`src/rtl/div_pkg.sv`:
```
// Shared definitions for the multi-cycle divider: FSM state encoding and
// handshake/reset constants used by the execute-stage interface.
package div_pkg;

  typedef enum logic [1:0] {
    DivFree   = 2'b00,
    DivByZero = 2'b01,
    DivOn     = 2'b10,
    DivEnd    = 2'b11
  } div_state_e;

  localparam logic RstEnable         = 1'b1;
  localparam logic DivResultReady    = 1'b1;
  localparam logic DivResultNotReady = 1'b0;
  localparam logic DivStart          = 1'b1;
  localparam logic DivStop           = 1'b0;

endpackage

```
`src/rtl/div.sv`:
```
// Restoring shift-subtract divider for DIV/DIVU, one quotient bit per clock.
// Returns {remainder, quotient} for HI/LO and holds it while start_i stays high.
module div
  import div_pkg::*;
#(
  parameter int DATA_W = 32
) (
  input  logic                  clk,
  input  logic                  rst,
  input  logic                  signed_div_i,
  input  logic [DATA_W-1:0]     opdata1_i,
  input  logic [DATA_W-1:0]     opdata2_i,
  input  logic                  start_i,
  input  logic                  annul_i,
  output logic [2*DATA_W-1:0]   result_o,
  output logic                  ready_o
);

  localparam int CNT_W = $clog2(DATA_W) + 1;
  localparam logic [CNT_W-1:0] CNT_DONE = CNT_W'(DATA_W);

  div_state_e          state;
  logic [CNT_W-1:0]    cnt;
  logic [2*DATA_W:0]   dividend;
  logic [DATA_W-1:0]   divisor;
  logic                sign1;
  logic                sign2;
  logic                signed_op;

  logic [DATA_W:0]     diff;
  logic [DATA_W-1:0]   quot_fix;
  logic [DATA_W-1:0]   rem_fix;

  // Conditional two's-complement negate, shared by operand abs and result sign fix.
  function automatic logic [DATA_W-1:0] cond_neg(input logic [DATA_W-1:0] v, input logic neg);
    return neg ? ((~v) + DATA_W'(1)) : v;
  endfunction

  always_comb begin
    diff     = {1'b0, dividend[2*DATA_W-1:DATA_W]} - {1'b0, divisor};
    quot_fix = cond_neg(dividend[DATA_W-1:0], signed_op & (sign1 ^ sign2));
    rem_fix  = cond_neg(dividend[2*DATA_W:DATA_W+1], signed_op & sign1);
  end

  always_ff @(posedge clk) begin
    if (rst == RstEnable) begin
      state     <= DivFree;
      cnt       <= '0;
      dividend  <= '0;
      divisor   <= '0;
      sign1     <= 1'b0;
      sign2     <= 1'b0;
      signed_op <= 1'b0;
      result_o  <= '0;
      ready_o   <= DivResultNotReady;
    end else begin
      case (state)
        DivFree: begin
          result_o <= '0;
          ready_o  <= DivResultNotReady;
          if (start_i == DivStart && !annul_i) begin
            if (opdata2_i == '0) begin
              state <= DivByZero;
            end else begin
              state     <= DivOn;
              cnt       <= '0;
              signed_op <= signed_div_i;
              sign1     <= opdata1_i[DATA_W-1];
              sign2     <= opdata2_i[DATA_W-1];
              divisor   <= cond_neg(opdata2_i, signed_div_i & opdata2_i[DATA_W-1]);
              dividend  <= {{DATA_W{1'b0}},
                            cond_neg(opdata1_i, signed_div_i & opdata1_i[DATA_W-1]),
                            1'b0};
            end
          end
        end

        DivByZero: begin
          dividend <= '0;
          result_o <= '0;
          ready_o  <= DivResultReady;
          state    <= DivEnd;
        end

        DivOn: begin
          if (annul_i) begin
            state <= DivFree;
            cnt   <= '0;
          end else if (cnt != CNT_DONE) begin
            // A borrow means the divisor did not fit: shift in a 0 quotient bit.
            if (diff[DATA_W]) begin
              dividend <= {dividend[2*DATA_W-1:0], 1'b0};
            end else begin
              dividend <= {diff[DATA_W-1:0], dividend[DATA_W-1:0], 1'b1};
            end
            cnt <= cnt + CNT_W'(1);
          end else begin
            result_o <= {rem_fix, quot_fix};
            ready_o  <= DivResultReady;
            state    <= DivEnd;
            cnt      <= '0;
          end
        end

        DivEnd: begin
          if (start_i == DivStop) begin
            state    <= DivFree;
            result_o <= '0;
            ready_o  <= DivResultNotReady;
          end
        end

        default: state <= DivFree;
      endcase
    end
  end

endmodule

```
`config.mk`:
```
export PLATFORM = sky130hd
export DESIGN_NAME = div
export DESIGN_NICKNAME = d
export VERILOG_FILES = /design/src/rtl/div_pkg.sv /design/src/rtl/div.sv
export SDC_FILE = /design/constraint.sdc
export NUM_CORES = 1
export LEC_CHECK = 0
export CORE_MARGIN = 5
export CORE_UTILIZATION = 40
export DETAILED_ROUTE_END_ITERATION = 7
export PLACE_DENSITY = 0.56
export SYNTH_ARGS = -nofsm -noshare
export SYNTH_HDL_FRONTEND = slang
export SYNTH_SLANG_ARGS = --single-unit
```
`constraint.sdc`:
```
create_clock -name clk -period 5.05 [get_ports clk]
set_clock_uncertainty 0.2 [all_clocks]
set_input_delay 1.515 -clock clk [delete_from_list [all_inputs] [get_ports clk]]
set_output_delay 1.515 -clock clk [all_outputs]
set_load 0.01 [all_outputs]
```
Word-level counts from Yosys, hierarchy flattened
Cells that the tools add are included.
- flip-flop bits (word level): 173
- bits of input ports: 69
- output and inout bits: 65
- word-level logic and storage cells: 77
- add/sub/neg operators: 6
- equal/unequal tests: 11
- muxes and demuxes: 29
- bitwise logic cells: 10
- reductions and logical operators: 12
- operator list (cell ; count):
    $mux 65 ; 5
    $pmux 65 s3 ; 1
    $mux 64 ; 3
    $pmux 64 s3 ; 1
    $add 32x1->32 const B ; 4
    $mux 32 ; 4
    $not 32->32 ; 4
    $sub 32x32->33 ; 1
    $logic_not 32->1 ; 1
    $mux 6 ; 4
    $ne 2x2->1 const B ; 6
    $pmux 6 s2 ; 1
    $reduce_and 3->1 ; 4
    $mux 2 ; 5
    $pmux 2 s4 ; 1
    $add 6x1->6 const B ; 1
    $ne 6x6->1 const B ; 1
    $reduce_and 5->1 ; 1
    $and 1x1->1 ; 4
    $eq 2x2->1 const B ; 2
    $pmux 1 s4 ; 1
    $mux 1 ; 3
    $ne 3x3->1 const B ; 1
    $reduce_bool 3->1 ; 1
    other kinds (8) ; 8

Longest topological paths before layout
- depth after elaboration: 6
- gate-level depth with buffers: 13
- mapped depth without buffers: 12

Least setup slack after synthesis
No wires, ideal clock.
- path type: input-to-reg
- start: input opdata1_i[15]
- end: register dividend[28]
- setup time: 128 ps
- arrival time: 3377 ps
- required time: 4722 ps
- slack: 1346 ps
- cell stages on the path: 9
- path buffers: 0
- cell sequence: or4_4 or4b_4 nor2_1 nand2_1 o41a_1 xnor2_1 o21ai_1 o21ai_1 nor2_1
- word-level cells in the longest chain between the ends: 6
- RTL lines (element ; RTL line ; text):
    from (decl) ; div.sv:11 ; input logic [DATA_W-1:0] opdata1_i,
    $not 32->32 ; div.sv:36 ; return neg ? ((~v) + DATA_W'(1)) : v;
    $add 32x1->32 ; div.sv:36 ;
    $mux 32 ; div.sv:36 ;
    $mux 65 ; div.sv:62 ; if (opdata2_i == '0) begin
    $mux 65 ; div.sv:61 ; if (start_i == DivStart && !annul_i) begin
    $pmux 65 s3 ; div.sv:57 ; case (state)
    to (signal assigned) ; div.sv:71 ; dividend <= {{DATA_W{1'b0}},
    to (signal assigned) ; div.sv:92 ; dividend <= {dividend[2*DATA_W-1:0], 1'b0};
    to (signal assigned) ; div.sv:94 ; dividend <= {diff[DATA_W-1:0], dividend[DATA_W-1:0], 1'b1};
    to (decl) ; div.sv:24 ; logic [2*DATA_W:0] dividend;
Every way passes these cells. The select of a mux whose other input is x is not followed.
A chain may end at the register's enable or synchronous reset.

Worst setup path after layout
- start: input opdata2_i[6]
- end: register dividend[1]
- word-level cells in the longest chain between the ends: 3
- RTL lines (element ; RTL line ; text):
    from (decl) ; div.sv:12 ; input logic [DATA_W-1:0] opdata2_i,
    $logic_not 32->1 ; div.sv:62 ;
    $ne 2x2->1 (no line) ; - ;
    $reduce_and 5->1 (no line) ; - ;
Every way passes these cells.

==> run metrics <==
status complete, no violations; setup ws final 0.745 ns; minimum clock period 4.31 ns; area taken by multi-input logic gates 0.00711 mm²; setup slack after placement 0.322 ns; dpl hpwl 25,000 µm; Ports 134; initial DRC count 758; core footprint 0.0276 mm²; post-route cell area 0.0133 mm²; grt total ovfl 0; Async SR Flop Fraction 0%; num rows 61; DRT Wirelength 33,300 µm; Setup Buffers After CTS 0; vias in the first global route 9,760; CTS Hold Bufs 0; Max Clk Rate 232 MHz; CTS Buffer Depth 2; antenna cell count 0; Avg Inst Size Synth 7.90 µm²; worst skew pair latency 0.45 ns; cts bufs inserted 17; wire per inst 17.7 µm; Die ar. 0.0312 mm²; Worst-path clk slew 0.08 ns; CP Max Fanout 32; Port Buffer Count 133; Detailed Routing Iterations Pass 1 7; Pwr Density 378 mW/mm²; DRC errors left 0; Max rail drop VDD 0.220 mV; Post-synth EDFFs 0; area grow syn2layout 20.3%; signal arrival time at the worst endpoint 4.43 ns; final setup violation count 0; CP endpoint kind register; Required @ worst endpoint 5.17 ns; H-Tree Depth 4; CP delay by family, top simple AND/OR/NAND/NOR gates; RSZ-0062 raised after global routing no; fillers 2,808; total track usage 21.3%; Syn Nets 1,521; crit start category primary input; largest net degree at the start of global routing 77; Max Slew Vio Count 0; die span in x 177 µm; vias per cell 5.48; Leak 4.94 nW; WHS 0.252 ns; CTS tree built; worst slew pin tran 0.882 ns; WL met2 13,700 µm; met3 routed WL 1970 µm; Antenna Violating Nets Remaining 0; max cap viols 0; die height 177 µm; Setup CP Type primary input to register; register area share after synthesis 31.2%; clk sink count 173; Buf/Inv on CP 2; register area 0.00346 mm²; top routing layer in use met4; Main synth FF type dfxtp_1; Starting Density 40.2%; nets@finish 1,610; post-synthesis cell area 0.0111 mm²; post-route clock period utilization 85.2%; total power 5.05 mW; unique cell type count in the Yosys netlist 77; critical path's largest stage delay 0.52 ns; DR vias 10,300; initial antenna violation count 0; worst min-delay path class register to register; cell count after synthesis 1,406; CTS Root Cell clkbuf_16; Setup TNS Final 0 ns; CP cell instances clkdlybuf4s50_1 > nor4_4 > nand4_2 > and4b_1 > and2_1 > a21o_2 > buf_4 > nor2_1 > a221oi_1 > nor2_1; count of final hold-check violations 0; most frequent CP cell nor2_1; GPL Wtd Cong 0.892; post-CTS sizing 0; Yosys reg bits 173; first-pass GRT wire length 53,900 µm; worst relative slew slack 41.0%; CP max-delay cell clkdlybuf4s50_1; DP Area 0.0127 mm²; share of layout cells above drive strength 1 5.17%; Metal-1 WL 17,000 µm; synth warn 0
-- cells in the mapped netlist (3+ instances only) --
library cell | count | area [µm²]
nor2_1 | 181 | 679
clkbuf_1 | 58 | 218
ha_1 | 45 | 563
inv_1 | 57 | 214
nor3_1 | 31 | 155
a211oi_1 | 41 | 308
a21oi_1 | 99 | 495
nor4_2 | 3 | 37.5
o21a_1 | 5 | 37.5
nand2b_1 | 13 | 81.3
mux2i_1 | 31 | 310
nand2_1 | 115 | 432
o31ai_1 | 20 | 150
dfxtp_1 | 173 | 3460
nand3_1 | 20 | 100
a221oi_1 | 8 | 70.1
a21o_1 | 16 | 120
a32o_1 | 3 | 30.0
a31oi_1 | 19 | 119
a22o_1 | 22 | 193
or3_1 | 8 | 50.1
buf_6 | 3 | 33.8
and3_1 | 7 | 43.8
nand4_1 | 9 | 56.3
xor2_1 | 70 | 613
buf_2 | 12 | 60.1
o41ai_1 | 9 | 78.8
a22oi_1 | 42 | 315
o211ai_1 | 7 | 52.6
xnor2_1 | 77 | 674
nor4_1 | 12 | 75.1
nor2b_1 | 8 | 50.1
o21ai_1 | 55 | 275
and2_1 | 12 | 75.1
o21ai_0 | 50 | 250
o31ai_2 | 3 | 37.5
or2_2 | 3 | 18.8
o21bai_1 | 3 | 22.5
or4_1 | 7 | 52.6
-- kinds of logic (layout without fill, tap and decap cells) --
logic type | Yosys count | count (layout) | share of synthesized area (%)
flip-flops | 173 | 173 | 31.2
AND/OR/NAND/NOR | 454 | 454 | 19.5
XOR/XNOR | 147 | 147 | 11.6
buffers and inverters | 134 | 236 | 4.88
multiplexers | 33 | 33 | 3.00
AO/OA/AOI/OAI | 419 | 419 | 24.6
adder cells (fa/ha/maj) | 46 | 46 | 5.25
-- layer usage --
| metal | vias up | GRT usage, % |
|---|---|---|
| li1 | 5214 | - |
| met1 | 4797 | 32.6 |
| met2 | 279 | 30.7 |
| met3 | 43 | 3.53 |
| met4 | 0 | 5.74 |
| met5 | - | 0 |
-- tightest hold or removal path, delay by kind of cell, from the launching register on --
family | cells | cell delay, ns
DFF | 1 | 0.31
and+or+nand+nor | 1 | 0.05
AOI/OAI and AO/OA | 1 | 0.05
-- power breakdown --
group          switching [mW]  internal [mW]
registers               0.261           1.54
clock network           0.707          0.687
logic                    1.13          0.717
-- path summary, 6_finish.rpt --
check	from	end	slack, ns	cells after the start
setup / recovery	opdata2_i[6]	dividend[1]$_SDFFE_PP0P_	0.74	10
hold / removal	result_o[36]$_SDFFE_PP0P_	result_o[36]$_SDFFE_PP0P_	0.25	2
setup reg to reg	dividend[33]$_SDFFE_PP0P_	dividend[52]$_SDFFE_PP0P_	1.20	12
hold reg to reg	result_o[36]$_SDFFE_PP0P_	result_o[36]$_SDFFE_PP0P_	0.25	2
-- sequential cells by signal (all words and copies together), names as in the netlist, 2 cells and up --
name      cells
state         2
cnt           6
divisor      32
result_o     64
dividend     65
-- final cells by class --
| class | count | share of cell area [%] |
|---|---|---|
| clock buffers | 17 | 3.19 |
| clock inverters | 15 | 1.57 |
| flip-flops and latches | 173 | 25.9 |
| well taps | 378 | 3.54 |
| multi-input cells | 1099 | 53.3 |
| repair buffers | 146 | 10.9 |
| inverters | 58 | 1.63 |
-- metrics by stage --
stage          utilization, %  cells
2_1_floorplan               -   1406
3_3_place_gp             46.0   1854
3_5_place_dp             46.0   1854
4_1_cts                  48.3   1886
5_1_grt                  48.3   1886
6_report                 48.3   1886
-- placed cells by master, fill, tap and decap left out, drive strengths merged, types with 14 or more instances in the layout --
cell and instances:
a21oi 101, xnor2 77, clkdlybuf4s50 132, a211oi 41, clkbuf 17, a22oi 42, nor2 183, inv 63
nand3 20, nor4 17, xor2 70, o31ai 23, buf 14, a31oi 20, ha 45, nor3 33
a22o 22, mux2i 31, dfxtp 173, nand2 115, o21ai 105, a21o 17
(Power assumes the default switching activity.)
